===== src/rtl/imm_decode_stage.sv =====
// RV32I immediate decode stage with a registered two-entry output buffer.
// A main register feeds the outputs and a skid register absorbs one extra
// entry, so in_ready comes straight from a flop and never from out_ready.
module imm_decode_stage #(
    parameter int unsigned DATAWIDTH = 32,
    parameter int unsigned TAGWIDTH  = 32
) (
    input  logic                 clk,
    input  logic                 rst_n,
    input  logic                 flush,
    input  logic                 in_valid,
    output logic                 in_ready,
    input  logic [31:0]          instr,
    input  logic [TAGWIDTH-1:0]  in_tag,
    output logic                 out_valid,
    input  logic                 out_ready,
    output logic [DATAWIDTH-1:0] imm,
    output logic [2:0]           fmt,
    output logic                 illegal,
    output logic [TAGWIDTH-1:0]  out_tag
);

    localparam logic [2:0] FmtNone = 3'd0;
    localparam logic [2:0] FmtI    = 3'd1;
    localparam logic [2:0] FmtS    = 3'd2;
    localparam logic [2:0] FmtB    = 3'd3;
    localparam logic [2:0] FmtU    = 3'd4;
    localparam logic [2:0] FmtJ    = 3'd5;

    // Combinational decode of the incoming instruction
    logic [2:0]           dec_fmt;
    logic                 dec_illegal;
    logic signed [31:0]   dec_imm32;
    logic [DATAWIDTH-1:0] dec_imm;

    // Buffer state
    logic                 main_valid_q, main_valid_d;
    logic [DATAWIDTH-1:0] main_imm_q, main_imm_d;
    logic [2:0]           main_fmt_q, main_fmt_d;
    logic                 main_illegal_q, main_illegal_d;
    logic [TAGWIDTH-1:0]  main_tag_q, main_tag_d;

    logic                 skid_valid_q, skid_valid_d;
    logic [DATAWIDTH-1:0] skid_imm_q, skid_imm_d;
    logic [2:0]           skid_fmt_q, skid_fmt_d;
    logic                 skid_illegal_q, skid_illegal_d;
    logic [TAGWIDTH-1:0]  skid_tag_q, skid_tag_d;

    logic in_fire;
    logic main_free;

    // Select format from the opcode and assemble the 32-bit signed immediate
    always_comb begin
        dec_fmt     = FmtNone;
        dec_illegal = 1'b0;
        dec_imm32   = '0;
        case (instr[6:0])
            7'b0000011, 7'b0010011, 7'b1100111: begin
                dec_fmt   = FmtI;
                dec_imm32 = {{20{instr[31]}}, instr[31:20]};
            end
            7'b0100011: begin
                dec_fmt   = FmtS;
                dec_imm32 = {{20{instr[31]}}, instr[31:25], instr[11:7]};
            end
            7'b1100011: begin
                dec_fmt   = FmtB;
                dec_imm32 = {{19{instr[31]}}, instr[31], instr[7], instr[30:25],
                             instr[11:8], 1'b0};
            end
            7'b0110111, 7'b0010111: begin
                dec_fmt   = FmtU;
                dec_imm32 = {instr[31:12], 12'b0};
            end
            7'b1101111: begin
                dec_fmt   = FmtJ;
                dec_imm32 = {{11{instr[31]}}, instr[31], instr[19:12], instr[20],
                             instr[30:21], 1'b0};
            end
            7'b0110011: begin
                dec_fmt = FmtNone;
            end
            default: begin
                dec_illegal = 1'b1;
            end
        endcase
        // Signed cast sign-extends from instr[31]; U-type included
        dec_imm = DATAWIDTH'(dec_imm32);
    end

    // Next-state for main and skid entries; flush overrides any transfer
    always_comb begin
        main_valid_d   = main_valid_q;
        main_imm_d     = main_imm_q;
        main_fmt_d     = main_fmt_q;
        main_illegal_d = main_illegal_q;
        main_tag_d     = main_tag_q;
        skid_valid_d   = skid_valid_q;
        skid_imm_d     = skid_imm_q;
        skid_fmt_d     = skid_fmt_q;
        skid_illegal_d = skid_illegal_q;
        skid_tag_d     = skid_tag_q;

        in_fire   = in_valid && !skid_valid_q;
        main_free = !main_valid_q || out_ready;

        if (flush) begin
            main_valid_d = 1'b0;
            skid_valid_d = 1'b0;
        end else if (main_free) begin
            if (skid_valid_q) begin
                // in_ready is low here, so no new input can compete
                main_valid_d   = 1'b1;
                main_imm_d     = skid_imm_q;
                main_fmt_d     = skid_fmt_q;
                main_illegal_d = skid_illegal_q;
                main_tag_d     = skid_tag_q;
                skid_valid_d   = 1'b0;
            end else begin
                main_valid_d = in_fire;
                if (in_fire) begin
                    main_imm_d     = dec_imm;
                    main_fmt_d     = dec_fmt;
                    main_illegal_d = dec_illegal;
                    main_tag_d     = in_tag;
                end
            end
        end else if (in_fire) begin
            skid_valid_d   = 1'b1;
            skid_imm_d     = dec_imm;
            skid_fmt_d     = dec_fmt;
            skid_illegal_d = dec_illegal;
            skid_tag_d     = in_tag;
        end
    end

    // State registers; data cleared on reset so outputs read zero while held
    always_ff @(posedge clk or negedge rst_n) begin
        if (!rst_n) begin
            main_valid_q   <= 1'b0;
            main_imm_q     <= '0;
            main_fmt_q     <= FmtNone;
            main_illegal_q <= 1'b0;
            main_tag_q     <= '0;
            skid_valid_q   <= 1'b0;
            skid_imm_q     <= '0;
            skid_fmt_q     <= FmtNone;
            skid_illegal_q <= 1'b0;
            skid_tag_q     <= '0;
        end else begin
            main_valid_q   <= main_valid_d;
            main_imm_q     <= main_imm_d;
            main_fmt_q     <= main_fmt_d;
            main_illegal_q <= main_illegal_d;
            main_tag_q     <= main_tag_d;
            skid_valid_q   <= skid_valid_d;
            skid_imm_q     <= skid_imm_d;
            skid_fmt_q     <= skid_fmt_d;
            skid_illegal_q <= skid_illegal_d;
            skid_tag_q     <= skid_tag_d;
        end
    end

    // Outputs come directly from registers
    always_comb begin
        in_ready  = !skid_valid_q;
        out_valid = main_valid_q;
        imm       = main_imm_q;
        fmt       = main_fmt_q;
        illegal   = main_illegal_q;
        out_tag   = main_tag_q;
    end

endmodule

===== config.mk =====
export PLATFORM = sky130hd
export DESIGN_NAME = imm_decode_stage
export DESIGN_NICKNAME = d
export VERILOG_FILES = /design/src/rtl/imm_decode_stage.sv
export SDC_FILE = /design/constraint.sdc
export NUM_CORES = 1
export LEC_CHECK = 0
export ABC_AREA = 1
export CAP_MARGIN = 5
export CORE_UTILIZATION = 46
export DETAILED_ROUTE_END_ITERATION = 8
export PLACE_DENSITY = 0.79
export SLEW_MARGIN = 25
export SYNTH_ARGS = -nofsm -noshare
export SYNTH_HDL_FRONTEND = slang
export SYNTH_SLANG_ARGS = --single-unit

===== constraint.sdc =====
create_clock -name clk -period 1.5 [get_ports clk]
set_input_delay 0.45 -clock clk [delete_from_list [all_inputs] [get_ports clk]]
set_output_delay 0.45 -clock clk [all_outputs]
set_load 0.05 [all_outputs]

==> results.toml <==
[power_and_ir_drop]
peakVddDrop_mv = 0.830
p_per_area_mw_per_mm2 = 1190
power_mw = 14.1
leakage_nw = 5.86

[worst_setup_path]
crit_required_ns = 1.82
path_class = "input pin to flip-flop"
timing.rr.start = "skid_valid_q$_DFFE_PN0P_"
setup.worst_path.start_class = "input pin"
cp-end-kind = "flip-flop"
critical_path_arrival_ns = 2.14
cp-startpoint = "instr[4]"
r2r_cells = 8
path_max_fanout = 5

[place]
place_inst = 1165
dpl.hpwl_um = 11200
portBuffers = 138
place.gp.congestion = 0.838
postPlaceCellArea_sq_mm = 0.00912
dp_slack_ns = -0.606

[grt]
first_global_vias = 6831
antenna_found_initial = 0
grt.total_usage_pct = 31.9
grt_max_degree = 70
grt_pass1_wl_um = 35200
overflow = 0

[sta]
period_minus_slack_ns = 1.82
layout_setup_ws_ns = -0.316
slew-limit-headroom_pct = 59.6
hold_viol = 0
fmax_mhz = 551
hold_slack_ns = 0.496
fin_tns_setup_ns = -16.83
setup_violations = 123
fin_skew_ns = 0.00847
rsz0062_at_grt = "true"
worst_slew_pin_slew_ns = 0.604
finalCritPeriodShare_pct = 121
finalMaxSlewViolations = 0

[floorplanning]
die_area_sq_mm = 0.0146
coreArea_sq_mm = 0.0138
fp.dieH_um = 121
initial_core_util_pct = 47.0
rows = 43
io_pins = 139
die_w_um = 121

[yosys]
synth-simple-area-share_pct = 27.6
syn-cell-area_sq_mm = 0.00650
synth_seq_cells = 138
syn_nets = 918
synth_area_per_cell_sq_um = 7.66
ys_seq_area_share_pct = 53.1
yosys_warnings = 0
synth_compound_gate_area_share_pct = 11.8
synth-xor-area-share_pct = 0
synthCells = 849
synthMuxAreaShare_pct = 0
yosys.area.top_type = "dfrtp_1"
synth_top_family_by_area = "simple AND/OR/NAND/NOR gates"
yosys-top-cells-area = "dfrtp_1 (53%), nand2_1 (14%), nor2_1 (7.9%)"
synth_fa_ha_area_share_pct = 0
synthDominantCellAreaShare_pct = 53.1
synth_cell_types = 23

[status]
outcome = "finished, violations left"
violations = "negative setup slack"

[clocking]
cts_buffer_depth = 2
clk_pin_slew_worst_paths_ns = 0.06
cts_buffers = 17
cts.sink_count = 138
htreeDepth = 4
clock_latency_ns = 0.44
ctsRootBufferMaster = "clkbuf_16"
cts_tree = "yes"

[cells_and_area]
post-route-cell-area_sq_mm = 0.0118
area_growth_pct = 82.0
drive_gt1_share_pct = 34.6
diodes = 0
fillers = 544
final_nets = 1137
layoutNonFillerInstCount = 1261
final_core_util_pct = 85.6

[route]
drt-total-wl_um = 32200
drtIter0Drc = 1182
ant_nets = 0
dr.pass1.iters = 9
drt-wirelength-per-cell_um = 25.6
vias = 8040
drc_errors = 0
viasPerCell = 6.38

[job]
max_cap_viol_count = 0

[min_path]
hold_path_class = "input pin to async pin"
routing by layer:
metal	wire, um	track usage, %
met5	0	0
met4	3000	17.4
met3	3940	9.07
met2	14600	50.8
met1	10700	39.1
critical path: stages:
cell           delay, ns
dlygate4sd2_1       0.23
inv_2               0.07
nand2_4             0.09
nor2_4              0.07
nand2_2             0.10
inv_1               0.07
nor2_1              0.47
nand2_2             0.20
buf_2               0.23
nand3_4             0.08
nand2_2             0.07
area by class of cell:
class / instances / area [sq um] / area share (%)
repair buffers: 252 / 3890 / 32.8
inverters: 66 / 280 / 2.37
multi-input cells: 592 / 3330 / 28.2
well taps: 180 / 225 / 1.90
repair inverters: 1 / 20.0 / 0.169
clock inverters: 9 / 136 / 1.15
flip-flops and latches: 138 / 3460 / 29.2
clock buffers: 23 / 498 / 4.21
logic make-up after synthesis:
family | after synthesis
buffers and inverters | 119
DFF | 138
AOI/OAI and AO/OA | 146
and+or+nand+nor | 446
path summary, 6_finish.rpt:
kind	to	slack, ns
worst max register to register	skid_imm_q[4]$_DFFE_PN0P_	-0.26
min in group clk	skid_tag_q[14]$_DFFE_PN0P_	0.52
worst max-delay path	skid_imm_q[5]$_DFFE_PN0P_	-0.32
worst min-delay path	skid_imm_q[5]$_DFFE_PN0P_	0.50
worst min register to register	skid_tag_q[14]$_DFFE_PN0P_	0.52
max in group asynchronous	out_tag[11]$_DFFE_PN0P_	0.45
cells in the final DEF, fill, tap and decap left out, drive strengths merged, types with 29 or more instances in the layout:
cell             n
nand2          238
buf            165
nor2           139
dfrtp          138
o21ai          107
inv             64
nand3           61
clkdlybuf4s50   56
clkbuf          45
a31oi           29
synthesized netlist by cell type:
cell type,instances
nand2_1,237
or2_1,1
nor2_2,1
nand3_1,61
buf_4,2
nand4_1,1
o21ai_0,72
clkinv_1,1
a31oi_1,29
nor2_4,1
buf_2,27
clkbuf_1,18
a21oi_1,10
inv_2,1
inv_1,64
nor2_1,137
buf_1,6
or2_2,5
o21ai_2,1
nor3_4,1
o21ai_1,34
nand2_2,1
dfrtp_1,138
state kept, by name, summed over array words and instances (netlist names), 3 cells and up:
signal and cells:
imm 32, skid_imm_q 32, skid_tag_q 32, out_tag 32, fmt 3, skid_fmt_q 3
power by group:
| part | switching [mW] | internal, mW |
|---|---|---|
| clock network | 1.78 | 2.84 |
| registers | 0.829 | 4.42 |
| logic | 2.21 | 2.05 |
| total | 4.82 | 9.31 |
timing repair:
| item | in CTS | in global routing |
|---|---|---|
| cloned | 16 | 21 |
| hold buffers | 1 | 0 |
| buffers inserted | 15 | 13 |
| endpoints found under the setup margin | 105 | 130 |
| endpoints found under the hold margin | 30 | 0 |
| pin swaps | 10 | 20 |
| gates resized for setup | 96 | 194 |
No activity file was read; power rests on OpenSTA's default activity.
